`src/rtl/sqrt_seq_ctrl.sv`:
```
// sqrt_seq_ctrl: sequencing FSM for the odd-number subtraction square root.
// Drives the remainder / odd / root register controls of the datapath and
// reads back the remainder >= odd flag. Every control output is a Moore
// decode of the state.
// Optional feature: define SQRT_SEQ_CTRL_ABORT_EN to add the abort port,
// which cancels an operation in INIT, CMP or STEP.
module sqrt_seq_ctrl #(
  parameter int WIDTH    = 8,
  parameter int MAX_ITER = 2 ** (WIDTH / 2)
) (
  input  logic                              clock,
  input  logic                              reset,
  input  logic                              start,
  input  logic                              ge,
`ifdef SQRT_SEQ_CTRL_ABORT_EN
  input  logic                              abort,
`endif
  output logic                              busy,
  output logic                              done,
  output logic                              err,
  output logic                              rem_ld,
  output logic                              rem_en,
  output logic                              odd_set,
  output logic                              odd_en,
  output logic                              root_rst,
  output logic                              root_en,
  output logic                              out_en,
  output logic [$clog2(MAX_ITER+1)-1:0]     iter
);

  localparam int IW = $clog2(MAX_ITER + 1);
  localparam logic [IW-1:0] ITER_MAX = IW'(MAX_ITER);

  typedef enum logic [2:0] {
    S_IDLE = 3'd0,
    S_INIT = 3'd1,
    S_CMP  = 3'd2,
    S_STEP = 3'd3,
    S_DONE = 3'd4
  } state_t;

  state_t        state_q, state_d;
  logic [IW-1:0] iter_q, iter_d;
  logic          err_q, err_d;

  // State, iteration counter and sticky error flag.
  always_ff @(posedge clock) begin
    if (reset) begin
      state_q <= S_IDLE;
      iter_q  <= '0;
      err_q   <= 1'b0;
    end else begin
      state_q <= state_d;
      iter_q  <= iter_d;
      err_q   <= err_d;
    end
  end

  // Next-state logic and Moore decode of the datapath controls.
  always_comb begin
    state_d  = state_q;
    iter_d   = iter_q;
    err_d    = err_q;
    rem_ld   = 1'b0;
    rem_en   = 1'b0;
    odd_set  = 1'b0;
    odd_en   = 1'b0;
    root_rst = 1'b0;
    root_en  = 1'b0;
    out_en   = 1'b0;
    done     = 1'b0;

    case (state_q)
      S_IDLE: begin
        // A new operation wipes the previous count and error.
        if (start) begin
          state_d = S_INIT;
          iter_d  = '0;
          err_d   = 1'b0;
        end
      end
      S_INIT: begin
        rem_ld   = 1'b1;
        odd_set  = 1'b1;
        root_rst = 1'b1;
        state_d  = S_CMP;
      end
      S_CMP: begin
        // ge is only trusted here; it reflects registers settled by INIT/STEP.
        if (!ge) begin
          state_d = S_DONE;
        end else if (iter_q < ITER_MAX) begin
          state_d = S_STEP;
        end else begin
          err_d   = 1'b1;
          state_d = S_DONE;
        end
      end
      S_STEP: begin
        rem_en  = 1'b1;
        odd_en  = 1'b1;
        root_en = 1'b1;
        // Saturate rather than wrap; CMP already bounds entry here.
        if (iter_q < ITER_MAX) begin
          iter_d = iter_q + IW'(1);
        end
        state_d = S_CMP;
      end
      S_DONE: begin
        out_en  = 1'b1;
        done    = 1'b1;
        state_d = S_IDLE;
      end
      default: begin
        state_d = S_IDLE;
      end
    endcase

`ifdef SQRT_SEQ_CTRL_ABORT_EN
    // Abort cancels mid-operation but leaves iter and err as they were.
    if (abort && (state_q == S_INIT || state_q == S_CMP || state_q == S_STEP)) begin
      state_d = S_IDLE;
      iter_d  = iter_q;
      err_d   = err_q;
    end
`endif
  end

  assign busy = (state_q != S_IDLE);
  assign err  = err_q;
  assign iter = iter_q;

endmodule
```
`config.mk`:
```
export PLATFORM = sky130hd
export DESIGN_NAME = sqrt_seq_ctrl
export DESIGN_NICKNAME = d
export VERILOG_FILES = /design/src/rtl/sqrt_seq_ctrl.sv
export SDC_FILE = /design/constraint.sdc
export NUM_CORES = 1
export LEC_CHECK = 0
export ABC_CLOCK_PERIOD_IN_PS = 3190
export BUFFER_PORTS_ARGS = -buffer_cell sky130_fd_sc_hd__buf_4
export CORE_AREA = 10 10 47 49
export DETAILED_ROUTE_END_ITERATION = 7
export DIE_AREA = 0 0 57 59
export GPL_TIMING_DRIVEN = 1
export PLACE_DENSITY = 0.68
export RECOVER_POWER = 25
export SLEW_MARGIN = 40
export SYNTH_ARGS = -nofsm -noshare
export SYNTH_HDL_FRONTEND = slang
export SYNTH_SLANG_ARGS = --single-unit
```
`constraint.sdc`:
```
create_clock -name clock -period 3.19 [get_ports clock]
set_input_delay 0.319 -clock clock [delete_from_list [all_inputs] [get_ports clock]]
set_output_delay 0.319 -clock clock [all_outputs]
set_load 0.01 [all_outputs]
```
==> Word-level counts from Yosys, hierarchy flattened <==
Cells that the tools add are included.
{ "word_totals": {"out_inout_bits": 15, "regBits": 9, "inputBits": 4} }
{ "op_classes": {"magnitude_cmp": 1, "eq_ne": 8, "reduce_logical": 7, "add_sub_neg": 1, "muxes": 14} }
{ "op_table": {"columns": ["cell", "count"], "rows": [
  ["two-way mux 5 bit", 2],
  ["case mux 5 bit (2 select lines)", 1],
  ["two-way mux 3 bit", 3],
  ["case mux 3 bit (3 select lines)", 1],
  ["!= test 2 bit (second input constant)", 4],
  ["== test 3 x 2 -> 1 bit (second input constant)", 2],
  ["two-way mux 1 bit", 6],
  ["adder 5 x 1 -> 5 bit (second input constant)", 1],
  ["less-than comparator 5 bit (second input constant)", 1],
  ["AND reduction 4 bit", 1],
  ["nonzero test 2 bit", 2],
  ["== test 3 x 1 -> 1 bit (second input constant)", 1],
  ["== test 3 bit (second input constant)", 1],
  ["logical NOT 3 bit", 1],
  ["AND reduction 3 bit", 1],
  ["nonzero test 3 bit", 1],
  ["case mux 1 bit (2 select lines)", 1],
  ["OR reduction 2 bit", 1]
]} }

==> Longest topological paths before layout <==
{ "depth": {"depth_word": 4, "mapped_depth": 5} }

==> Worst setup path after synthesis <==
No wires, ideal clock.
{ "synth_timing": {"path_kind": "reg2out", "from": "register state_q[0]", "to": "output rem_ld", "path_stages_with_launch": 5, "t_required_ns": 2.871, "path_buffers": 2, "t_arrival_ns": 1.145, "path_slack_ns": 1.726, "path_cell_list": "dfxtp_1 -> buf_2 -> inv_1 -> nor3_1 -> buf_4"} }
{ "synth_via": {"elab_chain_cells": 2} }
{ "synth_rtl": {"columns": ["item", "line_no", "text"], "rows": [
  ["start: declaration", "42", "state_t state_q, state_d;"],
  ["start signal: assignment", "53", "state_q <= state_d;"],
  ["== test 3 x 1 -> 1 bit", null, null],
  ["two-way mux 1 bit", null, null],
  ["end: declaration", "21", "output logic rem_ld,"]
]} }
No other way between the ends.

==> Final worst setup path <==
{ "layout_timing": {"from": "register state_q[0]", "to": "output rem_en"} }
{ "layout_via": {"elab_chain_cells": 2} }
{ "layout_rtl": {"columns": ["item", "line_no", "text"], "rows": [
  ["== test 3 x 2 -> 1 bit", "73", "case (state_q)"],
  ["two-way mux 1 bit", "73", null],
  ["end: declaration", "22", "output logic rem_en,"]
]} }
No other way between the ends.

==> results.sh <==
export IMPL_detailedPlacementHpwl_um=975
export IMPL_synth_most_common_cell="dfxtp_1"
export IMPL_fp_dieW_um=57
export IMPL_drive_gt1_frac=0.280
export IMPL_start_util=0.378
export IMPL_clk_latency_ns=0.25
export IMPL_cp_buffers_inverters=2
export IMPL_synth_enable_flop_cells=0
export IMPL_postCtsResizedCells=0
export IMPL_cts_root_to_sink_buffers=2
export IMPL_postSynth_asyncResetShare=0
export IMPL_number_of_rows_in_the_core_area=14
export IMPL_r2r_start="state_q[2]"
export IMPL_critPathMaxStageDelay_ns=0.52
export IMPL_route_final_wire_length_um=1250
export IMPL_detailed_place_area_um2=623
export IMPL_synth_cell_types=32
export IMPL_setup_tns_ns=0
export IMPL_route_top_layer_used="met4"
export IMPL_initial_drt_markers=4
export IMPL_largest_net_degree_at_the_start_of_global_routing=13
export IMPL_ys_ff_latch=9
export IMPL_met3_length_um=176
export IMPL_static_leakage_power_uw=0.000275
export IMPL_ys_seq_area_frac=0.340
export IMPL_worst_slew_margin_rel=0.752
export IMPL_synthDominantAreaCellType="dfxtp_1"
export IMPL_switching_power_uw=66.3
export IMPL_cap_viol_max_count=0
export IMPL_post_synth_main_area_contributors="dfxtp_1, buf_4, nand3_1"
export IMPL_grt_first_pass_wirelength_um=2110
export IMPL_power_per_cell_area_nw_per_um2=396
export IMPL_finalClockSkew_ns=0.00278
export IMPL_final_hold_worst_slack_ns=0.312
export IMPL_netlist_area_leader_share=0.340
export IMPL_hold_path_class="in2reg"
export IMPL_tightest_slew_ns=0.363
export IMPL_viasPerCell=5.45
export IMPL_gp_congestion=0.745
export IMPL_cts_made_buffers=3
export IMPL_finish_instance_area_um2=638
export IMPL_wl_met2_um=482
export IMPL_critPathRequiredTime_ns=2.87
export IMPL_period_minus_slack_ns=1.69
export IMPL_postCtsSetupRepairBufs=0
export IMPL_netSwitchingFraction=0.262
export IMPL_synth_top_cells_by_count="dfxtp_1, inv_1, buf_4, nand3_1"
export IMPL_dieHeight_um=59
export IMPL_multi_input_area_um2=265
export IMPL_area_delta_synth_final_pct=20.6
export IMPL_clockPowerShare=0.338
export IMPL_min_delay_start="reset"
export IMPL_cts_hold_fix_buffers=0
export IMPL_number_of_warnings_reported_in_the_yosys_synthesis_log=0
export IMPL_finalSetupViolations=0
export IMPL_syn_cell_area_um2=529
export IMPL_grt_pass1_vias=491
export IMPL_worst_path_max_delay_cell="dfxtp_1"
export IMPL_drcViolationCount=0
export IMPL_num_antenna_cells=0
export IMPL_timing_critical_path_fanout_max=12
export IMPL_critical_path_top_delay_family="flip-flops"
export IMPL_path_cells="nand3b_1 > inv_1 > buf_4"
export IMPL_final_net_count=81
export IMPL_fmax_mhz=591
export IMPL_syn_area_per_cell_um2=8.40
export IMPL_postRouteAntennaNets=0
export IMPL_clkTransAtPathRegs_ns=0.06
export IMPL_tritoncts_clock_tree="done"
export IMPL_cp_start_kind="flop"
export IMPL_grt_antenna_before_repair=0
export IMPL_power_internal_uw=186
export IMPL_coreArea_um2=1400
export IMPL_wl_per_cell_um=13.7
export IMPL_startpoint="state_q[0]"
export IMPL_end_kind="output pin"
export IMPL_globalRouteTotalUtil=0.0758
export IMPL_i_o_buffers=18
export IMPL_seqCellArea_um2=180
export IMPL_critical_path_class="reg2out"
export IMPL_dominantRegCellSynth="dfxtp_1"
export IMPL_final_period_utilization=0.530
export IMPL_vdd_ir_drop_max_mv=0.236
export IMPL_drtPass1Iterations=3
export IMPL_power_sequential_fraction=0.489
export IMPL_root_buffer_master="clkbuf_4"
export IMPL_final_max_slew_viol_count=0
export IMPL_io_pins=19
export IMPL_netlist_instances=63
export IMPL_power_combinational_fraction=0.173
export IMPL_numClockSinks=9
export IMPL_mappedNetlistNets=68
export IMPL_fillers=151
export IMPL_status="completed"
export IMPL_met1Wirelength_um=574
export IMPL_finalHoldViolCount=0
export IMPL_grt_setup_unrepaired="no"
export IMPL_die_area_um2=3360
export IMPL_worstPathArrival_ns=1.37
export IMPL_dr_total_vias=496
export IMPL_globalRoute_totalOverflow=0
export IMPL_ctsHtreeMaxLevel=1
area by class of cell:
type,count,share of cell area
Multi-Input combinational cell,38,0.416
Sequential cell,9,0.282
Timing Repair Buffer,18,0.194
Clock buffer,4,0.0412
Inverter,6,0.0353
Tap cell,16,0.0314
registers in the layout (all words and copies together), names as in the netlist:
register	count
err	1
iter	5
state_q	3
kinds of logic (layout without fill, tap and decap cells):
group	after synthesis	count (layout)	share of synthesized area
flip-flops	9	9	0.340
adder cells (fa/ha/maj)	1	1	0.0236
AO/OA/AOI/OAI	15	15	0.210
buffers and inverters	16	28	0.158
AND/OR/NAND/NOR	22	22	0.267
path summary, 6_finish.rpt:
| path | endpoint | slack [ns] | depth (start not counted) |
|---|---|---|---|
| setup / recovery | rem_en | 1.50 | 3 |
| hold / removal | err | 0.31 | 2 |
| setup reg to reg | iter[2] | 1.58 | 3 |
| hold reg to reg | err | 0.48 | 2 |
stage by stage:
stage	total power, µW	std cells	worst slack [ns]	util
2_1_floorplan	157	63	1.73	-
3_3_place_gp	171	87	1.62	0.445
3_5_place_dp	171	87	1.60	0.445
4_1_cts	257	91	1.49	0.463
5_1_grt	267	91	1.36	0.455
6_report	253	91	1.50	0.455
worst register-to-register path, cell delays in order, from the launching register on:
cell and delay, ns:
dfxtp_1 0.40, or4b_1 0.69, o2bb2ai_2 0.17, a32o_1 0.24
power groups by stage:
| stage | clock network (µW) | registers (µW) | logic (µW) |
|---|---|---|---|
| floorplan | 0 | 122 | 35.6 |
| global placement | 0 | 126 | 45.0 |
| detailed placement | 0 | 126 | 45.3 |
| CTS | 88.2 | 124 | 45.6 |
| global route | 94.4 | 124 | 48.4 |
| finish | 85.4 | 124 | 43.7 |
layer usage:
metal | vias to the layer above | GRT usage
met4 | 0 | 0.0403
li1 | 252 | -
met5 | - | 0
met3 | 4 | 0.0472
met2 | 19 | 0.112
met1 | 221 | 0.0825
cell usage in the layout (no fill, tap or decap):
| cell | count |
|---|---|
| o31ai_1 | 1 |
| o2bb2ai_2 | 1 |
| nor4b_1 | 1 |
| a21o_1 | 1 |
| a221oi_1 | 1 |
| nand3_1 | 5 |
| or2_2 | 1 |
| nor3_1 | 2 |
| nand4bb_1 | 1 |
| or4b_1 | 1 |
| a21oi_1 | 4 |
| nand3b_1 | 1 |
| buf_4 | 15 |
| dfxtp_1 | 9 |
| or3_1 | 1 |
| o21ai_0 | 2 |
| a211oi_1 | 1 |
| or3b_2 | 1 |
| clkbuf_4 | 3 |
| nand2_1 | 3 |
| nor3b_1 | 1 |
| nor4_1 | 1 |
| inv_1 | 6 |
| nand2b_1 | 1 |
| clkbuf_1 | 4 |
| a32o_1 | 1 |
| a22oi_1 | 1 |
| ha_1 | 1 |
| a2111oi_0 | 1 |
| nor4bb_1 | 1 |
| o2bb2ai_1 | 1 |
| nand4_1 | 1 |
(Power assumes the default switching activity.)
